File: config.mk
export PLATFORM = sky130hd
export DESIGN_NAME = div_iter_unit
export DESIGN_NICKNAME = d
export VERILOG_FILES = /design/src/rtl/div_pkg.sv /design/src/rtl/div_lzc.sv /design/src/rtl/div_iter_unit.sv
export SDC_FILE = /design/constraint.sdc
export NUM_CORES = 1
export LEC_CHECK = 0
export ABC_AREA = 1
export CORE_MARGIN = 2
export CORE_UTILIZATION = 25
export DETAILED_ROUTE_END_ITERATION = 12
export SLEW_MARGIN = 5
export SYNTH_ARGS = -nofsm -noshare
export SYNTH_HDL_FRONTEND = slang
export SYNTH_SLANG_ARGS = --single-unit
export TNS_END_PERCENT = 5
File: constraint.sdc
create_clock -name clk -period 6.95 [get_ports clk]
set_input_delay 0.695 -clock clk [delete_from_list [all_inputs] [get_ports clk]]
set_output_delay 0.695 -clock clk [all_outputs]
set_load 0.01 [all_outputs]
File: src/rtl/div_pkg.sv
// Shared definitions for the iterative divider: op encodings, FSM states
// and a helper producing the most negative signed value at a given width.
package div_pkg;

    localparam logic [1:0] DIV_OP_DIV  = 2'd0;
    localparam logic [1:0] DIV_OP_DIVU = 2'd1;
    localparam logic [1:0] DIV_OP_REM  = 2'd2;
    localparam logic [1:0] DIV_OP_REMU = 2'd3;

    typedef enum logic [1:0] {
        IDLE = 2'd0,
        CALC = 2'd1,
        DONE = 2'd2
    } div_state_e;

    // Most negative two's-complement value of an xlen-bit word (xlen <= 64).
    function automatic logic [63:0] div_min(input int unsigned xlen);
        return 64'(1) << (xlen - 1);
    endfunction

endpackage

File: src/rtl/div_lzc.sv
// Leading-zero counter.
//   value : word to inspect
//   count : number of leading zeros; an all-zero word gives XLEN
module div_lzc #(
    parameter int unsigned XLEN = 32
) (
    input  logic [XLEN-1:0]       value,
    output logic [$clog2(XLEN):0] count
);

    localparam int unsigned CW = $clog2(XLEN) + 1;

    // Scan upwards so the highest set bit is the last one to write count.
    always_comb begin
        count = CW'(XLEN);
        for (int unsigned i = 0; i < XLEN; i++) begin
            if (value[i]) begin
                count = CW'(XLEN - 1 - i);
            end
        end
    end

endmodule

File: src/rtl/div_iter_unit.sv
// Handshaked restoring divider for DIV/DIVU/REM/REMU with ROB-tag pass-through,
// result hold under backpressure and flush.
//   clk, rst_n (sync, active-low), flush
//   in_valid/in_ready, in_op, in_dividend, in_divisor, in_tag : request side
//   out_valid/out_ready, out_result, out_tag                   : result side
//   busy : unit is not idle
module div_iter_unit
    import div_pkg::*;
#(
    parameter int unsigned XLEN        = 32,
    parameter int unsigned TAG_W       = 6,
    parameter int unsigned EARLY_START = 1
) (
    input  logic             clk,
    input  logic             rst_n,
    input  logic             flush,
    input  logic             in_valid,
    output logic             in_ready,
    input  logic [1:0]       in_op,
    input  logic [XLEN-1:0]  in_dividend,
    input  logic [XLEN-1:0]  in_divisor,
    input  logic [TAG_W-1:0] in_tag,
    output logic             out_valid,
    input  logic             out_ready,
    output logic [XLEN-1:0]  out_result,
    output logic [TAG_W-1:0] out_tag,
    output logic             busy
);

    localparam int unsigned   CW      = $clog2(XLEN) + 1;
    localparam logic [XLEN-1:0] MIN_VAL = XLEN'(div_min(XLEN));

    div_state_e       state;
    logic [CW-1:0]    cnt;
    logic [XLEN-1:0]  quo;      // dividend bits shift out the top, quotient bits in at the bottom
    logic [XLEN-1:0]  rem;
    logic [XLEN-1:0]  dvs;
    logic             neg_q;
    logic             neg_r;
    logic             is_rem;
    logic [TAG_W-1:0] tag_q;

    // Request decode: magnitudes, special cases, iteration count.
    logic            is_signed;
    logic            a_neg;
    logic            b_neg;
    logic [XLEN-1:0] a_mag;
    logic [XLEN-1:0] b_mag;
    logic            div_zero;
    logic            overflow;
    logic            special;
    logic [XLEN-1:0] special_res;
    logic [CW-1:0]   lz;
    logic [CW-1:0]   n_iter;
    logic [XLEN-1:0] a_pre;
    logic            accept;

    // |MIN| = 2^(XLEN-1) still fits an XLEN-bit unsigned magnitude.
    assign is_signed = (in_op == DIV_OP_DIV) || (in_op == DIV_OP_REM);
    assign a_neg     = is_signed && in_dividend[XLEN-1];
    assign b_neg     = is_signed && in_divisor[XLEN-1];
    assign a_mag     = a_neg ? -in_dividend : in_dividend;
    assign b_mag     = b_neg ? -in_divisor  : in_divisor;
    assign div_zero  = (in_divisor == '0);
    assign overflow  = is_signed && (in_dividend == MIN_VAL) && (in_divisor == '1);
    assign special   = div_zero || overflow || (in_dividend == '0);

    always_comb begin
        special_res = '0;
        if (in_op[1]) begin
            if (div_zero) special_res = in_dividend;
        end else begin
            if (div_zero)      special_res = '1;
            else if (overflow) special_res = MIN_VAL;
        end
    end

    div_lzc #(.XLEN(XLEN)) u_lzc (
        .value (a_mag),
        .count (lz)
    );

    assign n_iter = (EARLY_START != 0) ? (CW'(XLEN) - lz) : CW'(XLEN);
    assign a_pre  = (EARLY_START != 0) ? (a_mag << lz) : a_mag;

    assign in_ready = rst_n && ((state == IDLE) || ((state == DONE) && out_ready));
    assign accept   = in_valid && in_ready && !flush;

    // One restoring step: subtract when the shifted partial remainder covers the divisor.
    logic [XLEN:0]   shifted;
    logic            ge;
    logic [XLEN-1:0] rem_nxt;
    logic [XLEN-1:0] quo_nxt;
    logic [XLEN-1:0] final_res;

    assign shifted  = {rem, quo[XLEN-1]};
    assign ge       = (shifted >= {1'b0, dvs});
    assign rem_nxt  = ge ? XLEN'(shifted - {1'b0, dvs}) : shifted[XLEN-1:0];
    assign quo_nxt  = {quo[XLEN-2:0], ge};
    assign final_res = is_rem ? (neg_r ? -rem_nxt : rem_nxt)
                              : (neg_q ? -quo_nxt : quo_nxt);

    // Control FSM and datapath registers.
    always_ff @(posedge clk) begin
        if (!rst_n) begin
            state      <= IDLE;
            cnt        <= '0;
            quo        <= '0;
            rem        <= '0;
            dvs        <= '0;
            neg_q      <= 1'b0;
            neg_r      <= 1'b0;
            is_rem     <= 1'b0;
            tag_q      <= '0;
            out_valid  <= 1'b0;
            out_result <= '0;
            out_tag    <= '0;
            busy       <= 1'b0;
        end else if (flush) begin
            state     <= IDLE;
            out_valid <= 1'b0;
            busy      <= 1'b0;
        end else begin
            case (state)
                CALC: begin
                    quo <= quo_nxt;
                    rem <= rem_nxt;
                    cnt <= cnt - CW'(1);
                    if (cnt == CW'(1)) begin
                        state      <= DONE;
                        out_valid  <= 1'b1;
                        out_result <= final_res;
                        out_tag    <= tag_q;
                    end
                end
                DONE: begin
                    if (out_ready) begin
                        state     <= IDLE;
                        out_valid <= 1'b0;
                        busy      <= 1'b0;
                    end
                end
                default: ;
            endcase

            // Accept overrides the DONE->IDLE exit for back-to-back requests.
            if (accept) begin
                busy   <= 1'b1;
                tag_q  <= in_tag;
                is_rem <= in_op[1];
                neg_q  <= a_neg ^ b_neg;
                neg_r  <= a_neg;
                if (special) begin
                    state      <= DONE;
                    out_valid  <= 1'b1;
                    out_result <= special_res;
                    out_tag    <= in_tag;
                end else begin
                    state <= CALC;
                    quo   <= a_pre;
                    rem   <= '0;
                    dvs   <= b_mag;
                    cnt   <= n_iter;
                end
            end
        end
    end

endmodule
# After elaboration in Yosys (flattened, before gate mapping)
# Index checks and enable logic that the tools add are counted.
[totals] regBits=153 input_bits=77 output_inout_bits=41 word_cells=131
[op_classes] n_addsub=7 n_lt_le_gt_ge=1 eq_ne=8 n_shift=1 mux=72 bitwise=4 n_reduce_logical=25
[ops] op="$mux W32" n=20
[ops] op="$mux W6" n=39
[ops] op="$neg A32 Y32" n=4
[ops] op="$eq A32 B32 Y1 const B" n=2
[ops] op="$logic_not A32 Y1" n=2
[ops] op="$ge A33 B32 Y1" n=1
[ops] op="$shl A32 B6 Y32" n=1
[ops] op="$sub A32 B32 Y32" n=1
[ops] op="$logic_and A1 B1 Y1" n=8
[ops] op="$mux W2" n=4
[ops] op="$mux W1" n=7
[ops] op="$eq A6 B1 Y1 const B" n=1
[ops] op="$ne A3 B3 Y1 const B" n=2
[ops] op="$reduce_and A3 Y1" n=2
[ops] op="$sub A6 B1 Y6 const B" n=1
[ops] op="$sub A6 B6 Y6 const A" n=1
[ops] op="$eq A2 B2 Y1 const B" n=2
[ops] op="$logic_not A2 Y1" n=2
[ops] op="$logic_or A1 B1 Y1" n=4
[ops] op="$pmux W2 S2" n=1
[ops] op="$reduce_and A2 Y1" n=2
[ops] op="$reduce_bool A2 Y1" n=2
[ops] op="$not A1 Y1" n=3
[ops] op="$reduce_bool A3 Y1" n=1
[ops] op="5 further kinds" n=5

# Logic depth before layout (Yosys ltp)
[depth] ltp_word=39 depth_mapped=40 mapped_depth_nobuf=39

# Cells and area by module
# Synthesis repeated with hierarchy kept, for this count alone.
[hier_totals] cells_unflattened=2883 hier_area_um2=16095.4
[modules_own_cells] mod="div_iter_unit" n_inst=1 cells_each=2773 area_per_inst_um2=15646.3 seq_area_each_um2=3062.9
[modules_own_cells] mod="div_lzc" n_inst=1 cells_each=110 area_per_inst_um2=449.2 seq_area_each_um2=0.0

# Least setup slack after synthesis
# Ideal clock, no wire load.
[synth_path] path_type="reg2reg" from="register dvs[14]" to="register out_result[30]" setup_ps=119 t_arrival_ps=4309 required_time_ps=6831 setup_slack_ps=2521 path_stages_with_launch=35 path_buffers=0 synth_period_minus_slack_ps=4429 path_cell_list="dfxtp_1 > inv_1 > ha_1 > a21o_1 > a21oi_2 > o21ai_1 > a221oi_1 > nand2_2 > nand3_2 > nand2_2 > nand3_2 > nand2_2 > inv_2 > ha_1 > inv_1 > nor3_1 > inv_1 > nor3_1 > inv_1 > nor2_1 > nand2_1 > nor3_1 > inv_1 > nor4_2 > inv_1 > o31ai_1 > nand2_1 > a21oi_1 > nand2_1 > o21ai_1 > a21oi_1 > nor2_1 > nand2_1 > nand2_1 > a21oi_1"
[synth_via] elab_chain_len=9 elab_cells_between_ends=12 cone_classes="add/sub: 3; order compare: 1; mux: 8"
[synth_rtl] item="start, declared" line_no="div_iter_unit.sv:37" text="logic [XLEN-1:0] dvs;"
[synth_rtl] item="start signal, assigned" line_no="div_iter_unit.sv:162" text="dvs <= b_mag;"
[synth_rtl] item="$sub A32 B32 Y32 or $ge A33 B32 Y1 (tied branches)" line_no="div_iter_unit.sv:98, div_iter_unit.sv:97"
[synth_rtl] item="$mux W32" line_no="div_iter_unit.sv:98" text="assign rem_nxt = ge ? XLEN'(shifted - {1'b0, dvs}) : shifted[XLEN-1:0];"
[synth_rtl] item="$neg A32 Y32" line_no="div_iter_unit.sv:100" text="assign final_res = is_rem ? (neg_r ? -rem_nxt : rem_nxt)"
[synth_rtl] item="$mux W32" line_no="div_iter_unit.sv:100"
[synth_rtl] item="$mux W32 *" line_no="div_iter_unit.sv:100"
[synth_rtl] item="$mux W32 *" line_no="div_iter_unit.sv:129" text="if (cnt == CW'(1)) begin"
[synth_rtl] item="$mux W32 *" line_no="div_iter_unit.sv:124" text="case (state)"
[synth_rtl] item="$mux W32" line_no="div_iter_unit.sv:153" text="if (special) begin"
[synth_rtl] item="$mux W32 *" line_no="div_iter_unit.sv:147" text="if (accept) begin"
[synth_rtl] item="end signal, assigned" line_no="div_iter_unit.sv:132" text="out_result <= final_res;"
[synth_rtl] item="end signal, assigned" line_no="div_iter_unit.sv:156" text="out_result <= special_res;"
[synth_rtl] item="end, declared" line_no="div_iter_unit.sv:25" text="output logic [XLEN-1:0] out_result,"
# Every way passes the cells marked *; elsewhere a longest branch is shown, timed or not.
# A chain may end at the register's enable or synchronous reset.

# Final worst setup path
[layout_path] from="register quo[31]" to="register out_result[26]"
[layout_via] elab_chain_len=9 elab_cells_between_ends=12 cone_classes="add/sub: 3; order compare: 1; mux: 8"
[layout_rtl] item="start, declared" line_no="div_iter_unit.sv:35" text="logic [XLEN-1:0] quo;"
[layout_rtl] item="start signal, assigned" line_no="div_iter_unit.sv:126" text="quo <= quo_nxt;"
[layout_rtl] item="start signal, assigned" line_no="div_iter_unit.sv:160" text="quo <= a_pre;"
[layout_rtl] item="$sub A32 B32 Y32 or $ge A33 B32 Y1 (tied branches)" line_no="div_iter_unit.sv:98, div_iter_unit.sv:97"
[layout_rtl] item="$mux W32" line_no="div_iter_unit.sv:98"
[layout_rtl] item="$neg A32 Y32" line_no="div_iter_unit.sv:100"
[layout_rtl] item="$mux W32" line_no="div_iter_unit.sv:100"
[layout_rtl] item="$mux W32 *" line_no="div_iter_unit.sv:100"
[layout_rtl] item="$mux W32 *" line_no="div_iter_unit.sv:129"
[layout_rtl] item="$mux W32 *" line_no="div_iter_unit.sv:124"
[layout_rtl] item="$mux W32" line_no="div_iter_unit.sv:153"
[layout_rtl] item="$mux W32 *" line_no="div_iter_unit.sv:147"
# Marked as above.

==> results_dict.tcl <==
set metrics [dict create \
    synth_edf_count 0 \
    clk_latency_ns 0.46 \
    yosys.area_share.xor_xnor_pct 4.960 \
    cp_data_required_time_ns 7.34 \
    syn_inst 2472 \
    dieArea_um2 62420 \
    yosysWarnings 0 \
    synth_area_leaders "dfxtp_1, nand2_1, nand3_1, o21ai_0, inv_1" \
    port_buffers 117 \
    fin_setup_tns_ns 0 \
    yosysUniqueCellTypes 67 \
    async_reset_ff_share_pct 0 \
    ir_drop_mv 0.2063 \
    cts_max_level 4 \
    row_count 90 \
    io_pins 118 \
    path_clk_slew_ns 0.07 \
    p_sw_share_pct 43.75 \
    drive_above_1_share_pct 8.493 \
    start_util_pct 25.17 \
    grt_pass1_vias 15808 \
    ys_ff_latch 153 \
    ys_seq_area_share_pct 20.27 \
    fin_crit_ns 5.649 \
    overflow 0 \
    area_growth_pct 15.01 \
    comb_power_share_pct 42.8 \
    fmax_ghz 0.1770 \
    drtIter0Drc 1744 \
    core_area_um2 60020 \
    min_from "tag_q[5]" \
    ctsResizeCount 0 \
    drv_cap 0 \
    slew_headroom_pct 28.83 \
    drc_errors 0 \
    finalCritPeriodShare_pct 81.28 \
    end_kind "register" \
    synth_top_area_share_pct 20.27 \
    grt_max_degree 69 \
    worstSetupPathType "register to register" \
    cts_hold_buf 0 \
    internal_power_w 0.001944 \
    power_density_nw_per_um2 198.9 \
    routabilityCongestion 0.9471 \
    grt_first_pass_wirelength_mm 91.37 \
    p_leak_nw 7.065 \
    worstMarginPinSlew_ns 1.054 \
    pwr-share-clk_pct 28.8 \
    synth_fp_nets 2594 \
    synth_top_family_by_area "simple AND/OR/NAND/NOR gates" \
    cts_sinks 153 \
    vias 17201 \
    muxShareOfSynthArea_pct 0.5383 \
    ys.flop_type "dfxtp_1" \
    rrSetupSlack_ns 1.30 \
    diodes 0 \
    reg2reg_from "quo[31]" \
    syn-cell-area_um2 15110 \
    die_y_um 249.8 \
    rr_worst_depth 37 \
    synthAdderAreaFrac_pct 3.776 \
    ant_nets 0 \
    cts_buffers 17 \
    status "finished clean" \
    via_per_inst 5.228 \
    hold_path.class "register to register" \
    cts_root_buf "clkbuf_16" \
    timing.rr.end "out_result[26]" \
    synth-simple-area-share_pct 34.02 \
    slowest_delay_ns 0.38 \
    avgSynthCellArea_um2 6.112 \
    postCtsSetupRepairBufs 0 \
    critPathSlowestCell "dfxtp_1" \
    design_power_total_w 0.003457 \
    sequentialPowerShare_pct 28.4 \
    min_to "tag_q[5]" \
    power_switching_w 0.001512 \
    num-nets-final 2617 \
    slew_violations 0 \
    rsz0062_at_grt "no" \
    path_common_cell "inv_1" \
    wl_per_cell_um 17.69 \
    hold_depth 2 \
    finalHoldViolCount 0 \
    antenna_found_initial 0 \
    cts_tree "built" \
    crit_fanout 9 \
    worstPathArrival_ns 6.04 \
    first_pass_iters 6 \
    drt_wl_total_mm 58.20 \
    clockBufferDepth 2 \
    nFillCells 6723 \
    critPathLaunchType "register" \
    synth_compound_area_share_pct 24.93 \
    grtUsageTotal_pct 18.38 \
    dp_hpwl_mm 44.27 \
    yosysTopAreaCell "dfxtp_1" \
    clock_skew_ns 0.01110 \
    die_width_um 249.8 \
    setup_violations 0 \
]
==> cell usage after synthesis (9+ instances only) <==
master	number
nand2_1	490
nand3_1	290
inv_1	248
o21ai_0	203
nor2_1	185
a21oi_1	175
dfxtp_1	153
clkbuf_1	85
xor2_1	56
o211ai_1	55
ha_1	44
inv_2	35
o21ai_1	35
a31oi_1	34
buf_2	29
nor3_1	29
o22ai_1	28
nand2_2	26
xnor2_1	24
nand4_1	22
o21ai_2	20
a22oi_1	19
o21a_1	14
nor4_1	13
or2_2	13
nor3_2	10
nor2_2	9
==> state kept, by name, summed over array words and instances (netlist names) <==
name        cells
busy            1
out_valid       1
dvs            32
cnt             6
out_result     32
is_rem          1
out_tag         6
state           2
neg_q           1
neg_r           1
quo            32
tag_q           6
rem            32
==> worst max-delay path, delay by kind of cell, from the launching register on <==
| family | cells | cell delay (ns) |
|---|---|---|
| buf+inv | 8 | 0.94 |
| flops | 1 | 0.38 |
| fa+ha+maj | 2 | 0.42 |
| compound gates | 8 | 1.43 |
| simple gates | 19 | 2.39 |
==> cell usage in the layout (no fill, tap or decap), types with 24 or more instances in the layout <==
cell,Yosys,routed
a21oi_1,175,175
a31oi_1,34,34
clkdlybuf4s50_1,0,115
dfxtp_1,153,153
ha_1,44,43
inv_1,248,248
inv_2,35,35
nand2_1,490,490
nand2_2,26,26
nand3_1,290,290
nor2_1,185,183
nor3_1,29,29
o211ai_1,55,55
o21ai_0,203,203
o21ai_1,35,35
o22ai_1,28,28
xnor2_1,24,24
xor2_1,56,56
==> cells by family (layout without fill, tap and decap cells) <==
family	after synthesis	after routing
compound gates	637	637
xor+xnor	83	83
fa+ha+maj	45	45
buf+inv	423	459
flops	153	153
mux	4	4
simple gates	1127	1127
==> worst max-delay path by stage <==
stage	cells past startpoint	end	slack, ns	from
after floorplan	34	out_result[30]	2.52	dvs[14]
after global placement	35	quo[18]	1.18	in_dividend[31]
after detailed placement	35	quo[18]	1.20	in_dividend[31]
after CTS	33	out_result[26]	1.42	dvs[14]
after global routing	33	out_result[30]	0.76	rem[19]
final	37	out_result[26]	1.30	quo[31]
==> stage by stage <==
| stage | std cells | cell area, um2 | utilization, % | setup WS [ns] | hold slack, ns |
|---|---|---|---|---|---|
| global route | 3290 | 17380 | 28.95 | 0.7618 | 0.4885 |
| CTS | 3290 | 17380 | 28.95 | 1.419 | 0.4664 |
| detailed placement | 3258 | 16780 | 27.96 | 1.199 | 0.4539 |
| global placement | 3258 | 16780 | 27.96 | 1.185 | 0.4503 |
| finish | 3290 | 17380 | 28.95 | 1.301 | 0.4628 |
| floorplan | 2472 | 15110 | - | 2.521 | 0.4299 |
==> routing by layer <==
layer	vias to the layer above	track usage [%]	part of all wire [%]
met5	-	0	0
met4	0	4.768	2.3
met3	75	2.722	7.8
met2	705	28.51	43
met1	7999	26.36	47
li1	8422	-	-
==> power by group through the flow <==
stage | Combinational [W] | Clock [W] | Sequential, W
after global placement | 0.00145 | 0 | 0.000999
after global routing | 0.00164 | 0.00104 | 0.000986
final | 0.00148 | 0.000997 | 0.000980
after detailed placement | 0.00145 | 0 | 0.000999
after CTS | 0.00145 | 0.00100 | 0.000979
after floorplan | 0.00108 | 0 | 0.000985
==> cell type report <==
class | count | area, um2 | area share (%)
clock inverter | 14 | 163.9 | 0.9433
timing repair buffer | 139 | 1326 | 7.632
sequential | 153 | 3063 | 17.63
inverter | 288 | 1081 | 6.221
tap | 782 | 978.4 | 5.631
clock buffer | 18 | 429.2 | 2.470
multi-input combinational | 1896 | 10330 | 59.48
(Power assumes the default switching activity.)
